[config.mk]
export PLATFORM = sky130hd
export DESIGN_NAME = breakout_ctrl
export DESIGN_NICKNAME = d
export VERILOG_FILES = /design/src/rtl/breakout_pkg.sv /design/src/rtl/bcd2_counter.sv /design/src/rtl/breakout_ctrl.sv
export SDC_FILE = /design/constraint.sdc
export NUM_CORES = 1
export LEC_CHECK = 0
export ABC_AREA = 1
export BUFFER_PORTS_ARGS = -buffer_cell sky130_fd_sc_hd__buf_4
export CORE_MARGIN = 4
export CORE_UTILIZATION = 61
export CTS_BUF_LIST = sky130_fd_sc_hd__clkbuf_8
export DETAILED_ROUTE_END_ITERATION = 16
export HOLD_SLACK_MARGIN = 0.02
export PLACE_DENSITY = 0.87
export SETUP_SLACK_MARGIN = 0.15
export SYNTH_ARGS = -nofsm -noshare
export SYNTH_HDL_FRONTEND = slang
export SYNTH_SLANG_ARGS = --single-unit
[constraint.sdc]
create_clock -name clk -period 3.18 [get_ports clk]
set_input_delay 0.318 -clock clk [delete_from_list [all_inputs] [get_ports clk]]
set_output_delay 0.318 -clock clk [all_outputs]
set_load 0.01 [all_outputs]
[src/rtl/breakout_pkg.sv]
// Shared constants for the breakout game path: state codes, parameter defaults and screen size.
package breakout_pkg;

  typedef enum logic [2:0] {
    StNewgame = 3'd0,
    StPlay    = 3'd1,
    StNewball = 3'd2,
    StOver    = 3'd3,
    StWin     = 3'd4
  } state_e;

  localparam int unsigned BALLS_INIT_DEF  = 3;
  localparam int unsigned DELAY_TICKS_DEF = 120;
  localparam int unsigned NUM_BRICKS_DEF  = 48;

  localparam int unsigned MAX_X = 640;
  localparam int unsigned MAX_Y = 480;

endpackage

[src/rtl/bcd2_counter.sv]
// Two-digit BCD up-counter, 00..99 with wrap; clr has priority over inc.
module bcd2_counter (
  input  logic       clk,
  input  logic       reset,
  input  logic       clr,
  input  logic       inc,
  output logic [3:0] d1,
  output logic [3:0] d0
);

  logic [3:0] d1_q, d1_d;
  logic [3:0] d0_q, d0_d;

  always_comb begin
    d1_d = d1_q;
    d0_d = d0_q;
    if (clr) begin
      d1_d = 4'd0;
      d0_d = 4'd0;
    end else if (inc) begin
      if (d0_q == 4'd9) begin
        d0_d = 4'd0;
        d1_d = (d1_q == 4'd9) ? 4'd0 : d1_q + 4'd1;
      end else begin
        d0_d = d0_q + 4'd1;
      end
    end
  end

  always_ff @(posedge clk) begin
    if (reset) begin
      d1_q <= 4'd0;
      d0_q <= 4'd0;
    end else begin
      d1_q <= d1_d;
      d0_q <= d0_d;
    end
  end

  assign d1 = d1_q;
  assign d0 = d0_q;

endmodule

[src/rtl/breakout_ctrl.sv]
// Game-phase controller for breakout: start/play/relaunch/over/win, BCD score and ball count.
// Define BREAKOUT_WIN_EN to add the bricks_left counter/port and the WIN phase.
module breakout_ctrl
  import breakout_pkg::*;
#(
  parameter int unsigned BALLS_INIT  = BALLS_INIT_DEF,
  parameter int unsigned DELAY_TICKS = DELAY_TICKS_DEF,
  parameter int unsigned NUM_BRICKS  = NUM_BRICKS_DEF
) (
  input  logic       clk,
  input  logic       reset,
  input  logic [4:0] btn,
  input  logic       refr_tick,
  input  logic       hit,
  input  logic       miss,
  output logic       gra_still,
  output logic [2:0] game_state,
  output logic [3:0] score_d1,
  output logic [3:0] score_d0,
  output logic [1:0] balls
`ifdef BREAKOUT_WIN_EN
  ,
  output logic [5:0] bricks_left
`endif
);

  localparam logic [1:0] BallsInit  = 2'(BALLS_INIT);
  localparam logic [7:0] DelayInit  = 8'(DELAY_TICKS);

  state_e     state_q, state_d;
  logic       hit_q, miss_q;
  logic       hit_p, miss_p;
  logic [7:0] tmr_q, tmr_d;
  logic       tmr_done;
  logic [1:0] balls_q, balls_d;
  logic       score_clr, score_inc;
  logic       last_brick;
  logic       btn_press;

`ifdef BREAKOUT_WIN_EN
  localparam logic [5:0] BricksInit = 6'(NUM_BRICKS);
  logic [5:0] bricks_q, bricks_d;
`endif

  assign hit_p     = hit & ~hit_q;
  assign miss_p    = miss & ~miss_q;
  assign tmr_done  = (tmr_q == 8'd0);
  assign btn_press = (btn != 5'd0);

  always_comb begin
    state_d    = state_q;
    balls_d    = balls_q;
    score_clr  = 1'b0;
    score_inc  = 1'b0;
    last_brick = 1'b0;
`ifdef BREAKOUT_WIN_EN
    bricks_d   = bricks_q;
`endif
    unique case (state_q)
      StNewgame: begin
        if (btn_press) begin
          state_d   = StPlay;
          score_clr = 1'b1;
`ifdef BREAKOUT_WIN_EN
          bricks_d  = BricksInit;
`endif
        end
      end
      StPlay: begin
        if (hit_p) begin
          score_inc = 1'b1;
`ifdef BREAKOUT_WIN_EN
          if (bricks_q != 6'd0) begin
            bricks_d   = bricks_q - 6'd1;
            last_brick = (bricks_q == 6'd1);
          end
`endif
        end
        // The last brick wins even if the ball is lost on the same cycle.
        if (last_brick) begin
          state_d = StWin;
        end else if (miss_p) begin
          if (balls_q == 2'd1) begin
            state_d = StOver;
            balls_d = 2'd0;
          end else begin
            state_d = StNewball;
            balls_d = balls_q - 2'd1;
          end
        end
      end
      StNewball: begin
        if (tmr_done && btn_press) state_d = StPlay;
      end
      StOver, StWin: begin
        if (tmr_done) state_d = StNewgame;
      end
      default: state_d = StNewgame;
    endcase

    if (state_d == StNewgame) balls_d = BallsInit;

    // Entry load wins over a coincident refresh tick.
    tmr_d = tmr_q;
    if ((state_d != state_q) &&
        (state_d == StNewball || state_d == StOver || state_d == StWin)) begin
      tmr_d = DelayInit;
    end else if (refr_tick && !tmr_done) begin
      tmr_d = tmr_q - 8'd1;
    end
  end

  always_ff @(posedge clk) begin
    if (reset) begin
      state_q  <= StNewgame;
      hit_q    <= 1'b0;
      miss_q   <= 1'b0;
      tmr_q    <= 8'd0;
      balls_q  <= BallsInit;
`ifdef BREAKOUT_WIN_EN
      bricks_q <= BricksInit;
`endif
    end else begin
      state_q  <= state_d;
      hit_q    <= hit;
      miss_q   <= miss;
      tmr_q    <= tmr_d;
      balls_q  <= balls_d;
`ifdef BREAKOUT_WIN_EN
      bricks_q <= bricks_d;
`endif
    end
  end

  bcd2_counter u_score (
    .clk   (clk),
    .reset (reset),
    .clr   (score_clr),
    .inc   (score_inc),
    .d1    (score_d1),
    .d0    (score_d0)
  );

  assign gra_still  = (state_q != StPlay);
  assign game_state = state_q;
  assign balls      = balls_q;
`ifdef BREAKOUT_WIN_EN
  assign bricks_left = bricks_q;
`endif

endmodule
==> impl_metrics.csv <==
group,metric,value,unit
grt,grt_overflow,0,
synth,synth_edf_count,0,
final_layout,layout.cells.non_filler,237,
timing,tightest_slew,0.2817,ns
timing,setup_viol,0,
timing,max_freq,644.6,MHz
critical_path,crit_chain,"inv_1 > ha_1 > nand2_1 > nor2_4 > nand3_1 > nand3_1 > nand2_1 > nand2_1 > nand2_1",
grt,grt_pass1_vias,1102,
critical_path,crit_path_max_fanout,5,
synth,yosysTopAreaCellShare,37.21,%
critical_path,critical_path_class,"reg2reg",
critical_path,critPathLaunchType,"flop",
synth,ys_ff_latch,23,
synth,synth.most_common_cell,"nand2_1",
power,fin_total_pwr,1.137,mW
clock_tree,cts_buffer_depth,2,
power,irDropWorstVdd,0.6490,mV
final_layout,diodes,0,
synth,yosys.area.top_type,"dfxtp_1",
synth,ys.warnings.count,0,
synth,synth.area.top_cells,"dfxtp_1 37%, nand2_1 11%, inv_1 9.1%",
synth,synth_area,1237,um^2
synth,netlist_instances,183,
final_layout,n_fill_cell,151,
final_layout,final_nets,223,
place,portBuffers,23,
synth,syn-num-nets,195,
grt,grt_first_pass_wirelength,4429,um
timing,hold_viol,0,
synth,yosysSeqAreaShare,37.21,%
clock_tree,cts_resized,0,
routing,wl,2700,um
critical_path,crit_arrival,1.71,ns
final_layout,post_route_cells_drive_above_1_share,20.95,%
routing,drt_iter0_drc,13,
synth,synth_cell_types,25,
synth,ys_top_cells_by_count,"35 x nand2_1, 30 x inv_1, 28 x nor2_1, 23 x dfxtp_1, 13 x a21oi_1",
routing,wl_per_cell,11.39,um
grt,antenna_found_initial,0,
synth,ys.flop_type,"dfxtp_1",
power,power.density,763.2,nW/um^2
routing,ant_nets,0,
die,io_pins,24,
synth,syn_area_per_cell,6.762,um^2
clock_tree,h-tree-depth,1,
routing,vias,1219,
critical_path,endpoint_kind,"flop",
timing,clock_skew,0.002517,ns
grt,grt_max_degree,14,
routing,drc,0,
clock_tree,root_buffer,"clkbuf_8",
clock_tree,clkTransAtPathRegs,0.08,ns
critical_path,slowest_stage,"dfxtp_1",
status,status,"completed",
timing,drv_slew,0,
die,start_util,63.72,%
run,cap_viol_max_count,0,
clock_tree,cts_tree,"built",
routing,drt_first_pass_iters,4,
timing,slew_headroom,81.02,%
timing,min_period,1.551,ns
place,gp_congestion,0.8647,
die,core,1942,um^2
hold_path,min_path_type,"in2reg",
clock_tree,clock_latency,0.26,ns
clock_tree,hold_buffers,0,
die,dieHeight,53.04,um
synth,async_flop_share,0,%
clock_tree,post-cts-setup-buffers,0,
critical_path,cp_common_cell,"nand2_1",
die,rows,16,
timing,rsz0062_at_grt,"false",
timing,min_period_over_period,48.79,%
clock_tree,cts_buffers,3,
final_layout,syn_to_final_growth,20.42,%
clock_tree,clkSinkCount,23,
routing,viasPerCell,5.143,
die,dieArea,2813,um^2
place,dpl.hpwl,2159,um
power,p_leak,0.7181,nW
critical_path,cp_slowest_stage_delay,0.32,ns
place,dpl.cell_count,233,
grt,grt_usage,21.23,%
die,dieWidth,53.04,um
critical_path,cp_data_required_time,3.34,ns
timing,final.setup.tns,0,ns
## worst max-delay path, delay by kind of cell (launching register included)
kind / cells / cell delay [ns]
buffers and inverters: 1 / 0.12
flip-flops: 1 / 0.32
AND/OR/NAND/NOR: 7 / 0.76
adder cells (fa/ha/maj): 1 / 0.24
## cell usage in the layout, fill, tap and decap left out, types with 2 or more instances in the layout
cell / Yosys / final
o21ai_0: 8 / 8
xnor2_1: 3 / 3
nand4_1: 2 / 2
nand2_2: 3 / 3
nor2_2: 6 / 6
xor2_1: 3 / 3
nand2_1: 35 / 35
a21oi_1: 13 / 13
dfxtp_1: 23 / 23
nor2_1: 28 / 28
nor3_1: 3 / 3
nand3_1: 11 / 11
inv_1: 30 / 30
ha_1: 2 / 2
buf_4: 0 / 23
clkbuf_8: 0 / 3
nand3b_1: 2 / 2
inv_2: 2 / 2
## layer usage
layer / global-route usage, % / share of wire, %
met5: 0 / 0
met4: 8.936 / 1.3
met3: 4.225 / 4.7
met1: 23.10 / 43
met2: 39.26 / 51
## worst paths after layout
kind | startpoint | endpoint | slack (ns) | cells after the start
setup / recovery | tmr_q[0] | balls[0] | 1.63 | 9
hold / removal | hit | hit_q | 0.27 | 3
setup reg to reg | tmr_q[0] | balls[0] | 1.63 | 9
hold reg to reg | tmr_q[0] | tmr_q[0] | 0.49 | 2
## stage by stage
step	instance area [um^2]	util, %	hold slack [ns]	worst slack, ns
floorplan	1237	-	0.3871	1.796
global placement	1444	74.36	0.4469	1.728
detailed placement	1444	74.36	0.4768	1.655
CTS	1490	76.74	0.2656	1.637
global route	1490	76.74	0.2824	1.477
finish	1490	76.74	0.2717	1.629
## cell type report
cell class / count / area [um^2] / share of cell area [%]
Multi-Input combinational cell: 127 / 650.6 / 43.66
Sequential cell: 23 / 460.4 / 30.90
Timing Repair Buffer: 23 / 172.7 / 11.59
Inverter: 33 / 126.4 / 8.480
Clock buffer: 3 / 41.29 / 2.771
Tap cell: 27 / 33.78 / 2.267
Clock inverter: 1 / 5.005 / 0.3359
## sequential cells by signal, indices dropped and copies added, names as in the netlist
signal and cells:
u_score.d1 4, balls 2, tmr_q 8, u_score.d0 4, miss_q 1, hit_q 1
game_state 3
## kinds of logic (layout without fill, tap and decap cells)
| kind of cell | after synthesis | after routing | synth area share, % |
|---|---|---|---|
| adders and majority gates | 2 | 2 | 2.022 |
| buffers and inverters | 33 | 60 | 10.21 |
| AOI/OAI and AO/OA | 24 | 24 | 10.42 |
| xor gates and xnor gates | 6 | 6 | 4.247 |
| and+or+nand+nor | 95 | 95 | 35.90 |
| DFF | 23 | 23 | 37.21 |
## where the power goes
group	internal [mW]	switching, mW
clock	0.0874	0.0919
sequential	0.345	0.0571
combinational	0.217	0.339
total	0.650	0.488
Note: power is estimated with default switching activity, not from simulation.
